===== config.mk =====
export PLATFORM = sky130hd
export DESIGN_NAME = serial2d_seq_flat
export DESIGN_NICKNAME = d
export VERILOG_FILES = /design/src/rtl/serial2d_seq_if.sv /design/src/rtl/serial2d_seq.sv /design/src/flat_wrapper.sv
export SDC_FILE = /design/constraint.sdc
export NUM_CORES = 1
export LEC_CHECK = 0
export ABC_AREA = 1
export ABC_CLOCK_PERIOD_IN_PS = 2500
export CAP_MARGIN = 20
export CELL_PAD_IN_SITES_DETAIL_PLACEMENT = 1
export CELL_PAD_IN_SITES_GLOBAL_PLACEMENT = 1
export CORE_ASPECT_RATIO = 0.5
export CORE_MARGIN = 1.5
export CORE_UTILIZATION = 25
export DETAILED_ROUTE_END_ITERATION = 12
export GPL_TIMING_DRIVEN = 0
export MAX_ROUTING_LAYER = met4
export PLACE_DENSITY = 0.65
export REMOVE_ABC_BUFFERS = 1
export SYNTH_ARGS = -nofsm -noshare
export SYNTH_HDL_FRONTEND = slang
export SYNTH_SLANG_ARGS = --single-unit

===== constraint.sdc =====
create_clock -name clk_fast -period 2.5 [get_ports clk_fast]
set_input_delay 0.625 -clock clk_fast [delete_from_list [all_inputs] [get_ports clk_fast]]
set_output_delay 0.625 -clock clk_fast [all_outputs]
set_load 0.1 [all_outputs]

===== src/rtl/serial2d_seq_if.sv =====
// serial2d_seq_if: operand/control bundle between an operand source, the
// serial2d_seq sequencer and the downstream 2D serial MAC.
//   mode, in_valid, a_in, w_in : operand pair offer and precision mode (source -> sequencer)
//   in_ready                   : sequencer can accept a pair
//   a, w                       : operands held for the MAC during an operation
//   a_sel, w_sel, sign_ctr,
//   shift_ctr, rst_mult        : per-step MAC control word
//   busy, op_done, err_mode    : status
// Modport slave is the sequencer side; master is the source/observer side.
interface serial2d_seq_if;
  logic [3:0] mode;
  logic       in_valid;
  logic       in_ready;
  logic [7:0] a_in;
  logic [7:0] w_in;
  logic [7:0] a;
  logic [7:0] w;
  logic [1:0] a_sel;
  logic [1:0] w_sel;
  logic       sign_ctr;
  logic       shift_ctr;
  logic       rst_mult;
  logic       busy;
  logic       op_done;
  logic       err_mode;

  modport slave (
    input  mode, in_valid, a_in, w_in,
    output in_ready, a, w, a_sel, w_sel, sign_ctr, shift_ctr, rst_mult, busy, op_done, err_mode
  );

  modport master (
    output mode, in_valid, a_in, w_in,
    input  in_ready, a, w, a_sel, w_sel, sign_ctr, shift_ctr, rst_mult, busy, op_done, err_mode
  );
endinterface


===== src/rtl/serial2d_seq.sv =====
// serial2d_seq: operand sequencer for the 2D multi-2bit-serial MAC.
// Accepts one activation/weight pair per handshake, holds it on a/w and emits one
// control step per cycle, walking every 2-bit digit pair in diagonal order
// (i = a_sel + w_sel) for the latched precision mode.
//   clk_fast : clock, all state on rising edge
//   rst      : synchronous active-high reset
//   bus      : serial2d_seq_if.slave (handshake, operands, step control, status)
module serial2d_seq (
  input logic           clk_fast,
  input logic           rst,
  serial2d_seq_if.slave bus
);

  localparam logic [0:0] IDLE = 1'b0;
  localparam logic [0:0] RUN  = 1'b1;

  logic [0:0] state_q, state_d;
  logic [2:0] i_q, i_d;     // diagonal index
  logic [1:0] j_q, j_d;     // weight digit index
  logic [2:0] m_q, m_d;     // activation digits
  logic [2:0] n_q, n_d;     // weight digits
  logic [7:0] a_q, a_d;
  logic [7:0] w_q, w_d;
  logic       err_q, err_d;
  logic       live_q;       // low for the cycle following a reset edge

  logic [2:0] mode_m, mode_n;
  logic       mode_bad;
  logic       running;
  logic [3:0] i_last;
  logic [2:0] n_top;
  logic [2:0] j_end;
  logic       last_diag;
  logic       is_final;
  logic [2:0] i_inc;
  logic [1:0] j_start;
  logic       in_ready;
  logic       xfer;

  always_comb begin
    mode_m   = 3'd4;
    mode_n   = 3'd4;
    mode_bad = 1'b0;
    case (bus.mode)
      4'b0000: begin mode_m = 3'd4; mode_n = 3'd4; end
      4'b0111: begin mode_m = 3'd2; mode_n = 3'd2; end
      4'b1111: begin mode_m = 3'd1; mode_n = 3'd1; end
      4'b0001: begin mode_m = 3'd4; mode_n = 3'd2; end
      4'b0011: begin mode_m = 3'd4; mode_n = 3'd1; end
      default: mode_bad = 1'b1;  // falls back to 8x8
    endcase
  end

  assign running   = (state_q == RUN);
  assign i_last    = {1'b0, m_q} + {1'b0, n_q} - 4'd2;
  assign n_top     = n_q - 3'd1;
  assign j_end     = (i_q < n_top) ? i_q : n_top;
  assign last_diag = ({1'b0, j_q} == j_end);
  // The last diagonal holds only j = n-1, so its last step is the final step.
  assign is_final  = running & ({1'b0, i_q} == i_last) & last_diag;
  assign i_inc     = i_q + 3'd1;
  assign j_start   = (i_inc >= m_q) ? 2'(i_inc - m_q + 3'd1) : 2'd0;

  assign in_ready  = live_q & ~rst & (~running | is_final);
  assign xfer      = bus.in_valid & in_ready;

  always_comb begin
    state_d = state_q;
    i_d     = i_q;
    j_d     = j_q;
    m_d     = m_q;
    n_d     = n_q;
    a_d     = a_q;
    w_d     = w_q;
    err_d   = err_q;
    if (xfer) begin
      state_d = RUN;
      i_d     = 3'd0;
      j_d     = 2'd0;
      m_d     = mode_m;
      n_d     = mode_n;
      a_d     = bus.a_in;
      w_d     = bus.w_in;
      err_d   = err_q | mode_bad;
    end else if (running) begin
      if (is_final) begin
        state_d = IDLE;
      end else if (last_diag) begin
        i_d = i_inc;
        j_d = j_start;
      end else begin
        j_d = j_q + 2'd1;
      end
    end
  end

  always_ff @(posedge clk_fast) begin
    if (rst) begin
      state_q <= IDLE;
      i_q     <= 3'd0;
      j_q     <= 2'd0;
      m_q     <= 3'd0;
      n_q     <= 3'd0;
      a_q     <= 8'd0;
      w_q     <= 8'd0;
      err_q   <= 1'b0;
      live_q  <= 1'b0;
    end else begin
      state_q <= state_d;
      i_q     <= i_d;
      j_q     <= j_d;
      m_q     <= m_d;
      n_q     <= n_d;
      a_q     <= a_d;
      w_q     <= w_d;
      err_q   <= err_d;
      live_q  <= 1'b1;
    end
  end

  assign bus.in_ready  = in_ready;
  assign bus.a         = a_q;
  assign bus.w         = w_q;
  assign bus.a_sel     = running ? 2'(i_q - {1'b0, j_q}) : 2'd0;
  assign bus.w_sel     = running ? j_q : 2'd0;
  assign bus.sign_ctr  = running & ({1'b0, j_q} == n_top);
  assign bus.shift_ctr = running & last_diag & ~is_final;
  assign bus.rst_mult  = is_final;
  assign bus.op_done   = is_final;
  assign bus.busy      = running;
  assign bus.err_mode  = err_q;

endmodule


===== src/flat_wrapper.sv =====
// flat-port wrapper written by rule: the top's interface ports become plain ports
module serial2d_seq_flat 
  (clk_fast, rst, bus_mode, bus_in_valid, bus_a_in, bus_w_in, bus_in_ready, bus_a, bus_w, bus_a_sel, bus_w_sel, bus_sign_ctr, bus_shift_ctr, bus_rst_mult, bus_busy, bus_op_done, bus_err_mode);
  serial2d_seq_if bus_i ();
  input logic clk_fast;
  input logic rst;
  input wire logic [$bits(bus_i.mode)-1:0] bus_mode;
  input wire logic [$bits(bus_i.in_valid)-1:0] bus_in_valid;
  input wire logic [$bits(bus_i.a_in)-1:0] bus_a_in;
  input wire logic [$bits(bus_i.w_in)-1:0] bus_w_in;
  output wire logic [$bits(bus_i.in_ready)-1:0] bus_in_ready;
  output wire logic [$bits(bus_i.a)-1:0] bus_a;
  output wire logic [$bits(bus_i.w)-1:0] bus_w;
  output wire logic [$bits(bus_i.a_sel)-1:0] bus_a_sel;
  output wire logic [$bits(bus_i.w_sel)-1:0] bus_w_sel;
  output wire logic [$bits(bus_i.sign_ctr)-1:0] bus_sign_ctr;
  output wire logic [$bits(bus_i.shift_ctr)-1:0] bus_shift_ctr;
  output wire logic [$bits(bus_i.rst_mult)-1:0] bus_rst_mult;
  output wire logic [$bits(bus_i.busy)-1:0] bus_busy;
  output wire logic [$bits(bus_i.op_done)-1:0] bus_op_done;
  output wire logic [$bits(bus_i.err_mode)-1:0] bus_err_mode;
  assign bus_i.mode = bus_mode;
  assign bus_i.in_valid = bus_in_valid;
  assign bus_i.a_in = bus_a_in;
  assign bus_i.w_in = bus_w_in;
  assign bus_in_ready = bus_i.in_ready;
  assign bus_a = bus_i.a;
  assign bus_w = bus_i.w;
  assign bus_a_sel = bus_i.a_sel;
  assign bus_w_sel = bus_i.w_sel;
  assign bus_sign_ctr = bus_i.sign_ctr;
  assign bus_shift_ctr = bus_i.shift_ctr;
  assign bus_rst_mult = bus_i.rst_mult;
  assign bus_busy = bus_i.busy;
  assign bus_op_done = bus_i.op_done;
  assign bus_err_mode = bus_i.err_mode;
  serial2d_seq u_core (.clk_fast(clk_fast), .rst(rst), .bus(bus_i));
endmodule

==> metrics.yaml <==
power:
  ir_worst_vdd_mv: 0.221
  internal_power_mw: 1.05
  p_switching_mw: 0.577
  p_clk_share_pct: 35.2
  power_frac_comb_pct: 32.5
  netSwitchingFraction_pct: 35.5
  p_total_mw: 1.63
  pwr-share-seq_pct: 32.3
  cellPowerDensity_mw_per_mm2: 495
  p_leak_nw: 1.53
finish:
  fin_nets: 429
  area_delta_synth_final_pct: 61.9
  final_cells: 500
  antenna_cells: 0
  final_layout_size_suffix_gt1_share_pct: 26.3
sta:
  max_freq_ghz: 0.300
  hold_viol_final: 0
  final.setup_skew_ns: 0.00680
  period_needed_ns: 3.33
  setup_viol: 33
  slew_headroom_pct: 33.3
  setup_ws_ns: -0.828
  fin_setup_tns_ns: -11.94
  rsz0062_at_grt: "true"
  worst_pin_slew_ns: 0.998
  drv_slew: 0
  finalCritPeriodShare_pct: 133
status:
  status: "complete, but fails checks"
  violations: "negative setup slack"
critical_path:
  startpoint_type: "flop"
  crit_slowest_cell: "fa_1"
  crit_path_end_kind: "output port"
  cp_max_fo: 2
  cp_num_buf_inv: 5
  crit_type: "flop to output port"
  required_ns: 1.88
  cp_data_arrival_time_ns: 2.70
  max_stage_delay_ns: 0.49
  timing.critical_path.cells: "inv_2, ha_4, inv_4, ha_4, inv_2, fa_1, xor2_1, o2111ai_2, nor2_2, nand3_4, nand2_8, inv_6, nor3_4, buf_12"
  crit_family: "adder cells"
route:
  vias: 2236
  wirelength_mm: 6.94
  antenna_violating_nets_post_route: 0
  wl_per_cell_um: 13.9
  viasPerCell: 4.47
  drc: 0
  drtPass1Iterations: 4
  dr.first_iter.drc_count: 76
floorplanning:
  die_h_um: 66.7
  rows: 22
  die_area_mm2: 0.00871
  ios: 50
  core_area_mm2: 0.00760
  die_w_um: 130
  start_util_pct: 26.7
global_route:
  grt_first_pass_wirelength_mm: 11.2
  grt_max_degree: 28
  antenna_found_initial: 0
  grt_pass1_vias: 2331
  grt_usage_pct: 17.4
  overflow: 0
cts:
  ctsHoldBuffers: 0
  clock_latency_ns: 0.28
  clockBufferDepth: 2
  clkSinkCount: 30
  clkTransAtPathRegs_ns: 0.05
  root_buffer: "clkbuf_16"
  cts_tree: "built"
  htreeDepth: 2
  numCtsBuffers: 5
logic_synthesis:
  netlist_instances: 325
  yosysSeqAreaShare_pct: 29.6
  synth-edff-count: 0
  yosysTopAreaCellShare_pct: 29.6
  synth_cell_types: 29
  yosysMostFrequentCell: "nand2_1"
  synth_ff_type: "dfxtp_1"
  syn_area_mm2: 0.00203
  synth_warnings: 0
  yosys.area.top_type: "dfxtp_1"
  netlist_top_cells_count: "nand2_1, inv_1, nor2_1"
  ys_top_cells_by_area: "dfxtp_1, nand2_1, inv_1, ha_1, nand4_1"
  ys_seq_elements: 30
  avgSynthCellArea_um2: 6.25
  ys_async_sr_fraction_pct: 0
placement:
  gp_congestion: 0.824
  port_buffers: 49
  placedCellCount: 470
  post-dp-hpwl_mm: 4.31
job:
  maxCapViolations: 0
worst_hold_path:
  hold_path_class: "flop to flop"
[metrics by stage]
stage | hold slack (ns) | setup slack (ns) | util (%) | cell area (um^2)
3_5_place_dp | 0.453 | -2.10 | 34.3 | 2600
6_report | 0.459 | -0.828 | 43.3 | 3290
5_1_grt | 0.496 | -0.956 | 43.3 | 3290
4_1_cts | 0.461 | -0.921 | 41.3 | 3140
3_3_place_gp | 0.440 | -1.98 | 34.0 | 2590
2_1_floorplan | 0.489 | -4.11 | - | 1960
[worst reg2reg max path, stage by stage, from the launching register on]
cell	delay (ns)
dfxtp_2	0.32
inv_2	0.05
ha_4	0.24
inv_4	0.06
ha_4	0.12
inv_2	0.03
fa_1	0.49
xor2_1	0.17
o2111ai_2	0.12
nor2_2	0.19
nand3_4	0.13
nand2_8	0.10
buf_4	0.13
buf_12	0.11
buf_4	0.12
nand3_4	0.15
nand2_2	0.12
inv_1	0.05
nor2_2	0.10
[registers in the layout, summed over array words and instances (netlist names)]
register             flops
u_core.i_q               3
u_core.m_q               3
u_core.n_q               3
u_core.bus.err_mode      1
u_core.bus.busy          1
u_core.live_q            1
u_core.bus.w             8
u_core.bus.a             8
u_core.j_q               2
[cell type report]
type / count / area, um^2
clock inverters: 2 / 10.0
clock buffers: 5 / 125
flip-flops and latches: 30 / 611
inverters: 86 / 340
well taps: 108 / 135
fillers: 943 / 4310
repair buffers: 69 / 724
multi-input cells: 200 / 1340
[kinds of logic (layout without fill, tap and decap cells)]
logic type	count (synthesis)	count (layout)	synth area share, %
buffers and inverters	99	162	19.3
XOR/XNOR	5	5	2.16
AO/OA/AOI/OAI	18	18	5.18
AND/OR/NAND/NOR	159	163	34.8
adder cells (fa/ha/maj)	14	14	9.00
flip-flops	30	30	29.6
[what timing repair did]
action / CTS / global route
cloned: 4 / 0
pin swaps: 18 / 18
setup endpoints to repair: 39 / 36
setup buffers: 15 / 4
gates resized for setup: 111 / 35
[cells in the final DEF (no fill, tap or decap), types with 10 or more instances in the layout]
| cell | n |
|---|---|
| nand2_1 | 62 |
| clkdlybuf4s50_1 | 39 |
| nand3_1 | 10 |
| buf_4 | 14 |
| nor2_1 | 29 |
| inv_1 | 72 |
| nand2_2 | 21 |
| nand4_1 | 23 |
| dfxtp_1 | 26 |
[power by group through the flow]
stage               registers, mW  clock network, mW  logic (mW)
global route                0.529              0.613       0.571
detailed placement          0.533                  0       0.422
global placement            0.531                  0       0.405
floorplan                   0.639                  0       0.180
CTS                         0.525              0.586       0.492
finish                      0.526              0.572       0.530
[worst paths after layout]
path | slack, ns | from | end | depth (start not counted)
min | 0.46 | u_core.bus.err_mode | u_core.bus.err_mode | 2
max | -0.83 | u_core.m_q[1] | bus_in_ready | 14
max reg2reg | -0.38 | u_core.m_q[1] | u_core.bus.w[6] | 18
min reg2reg | 0.46 | u_core.bus.err_mode | u_core.bus.err_mode | 2
[metal layers]
layer  up-vias  global-route usage, %  part of all wire (%)
met5         -                      -                     0
met4         0                   5.08                   1.1
met3         8                   3.13                   2.6
met2        28                   31.5                    52
met1      1074                   19.9                    44
li1       1126                      -                     -
Note: power is estimated with default switching activity, not from simulation.
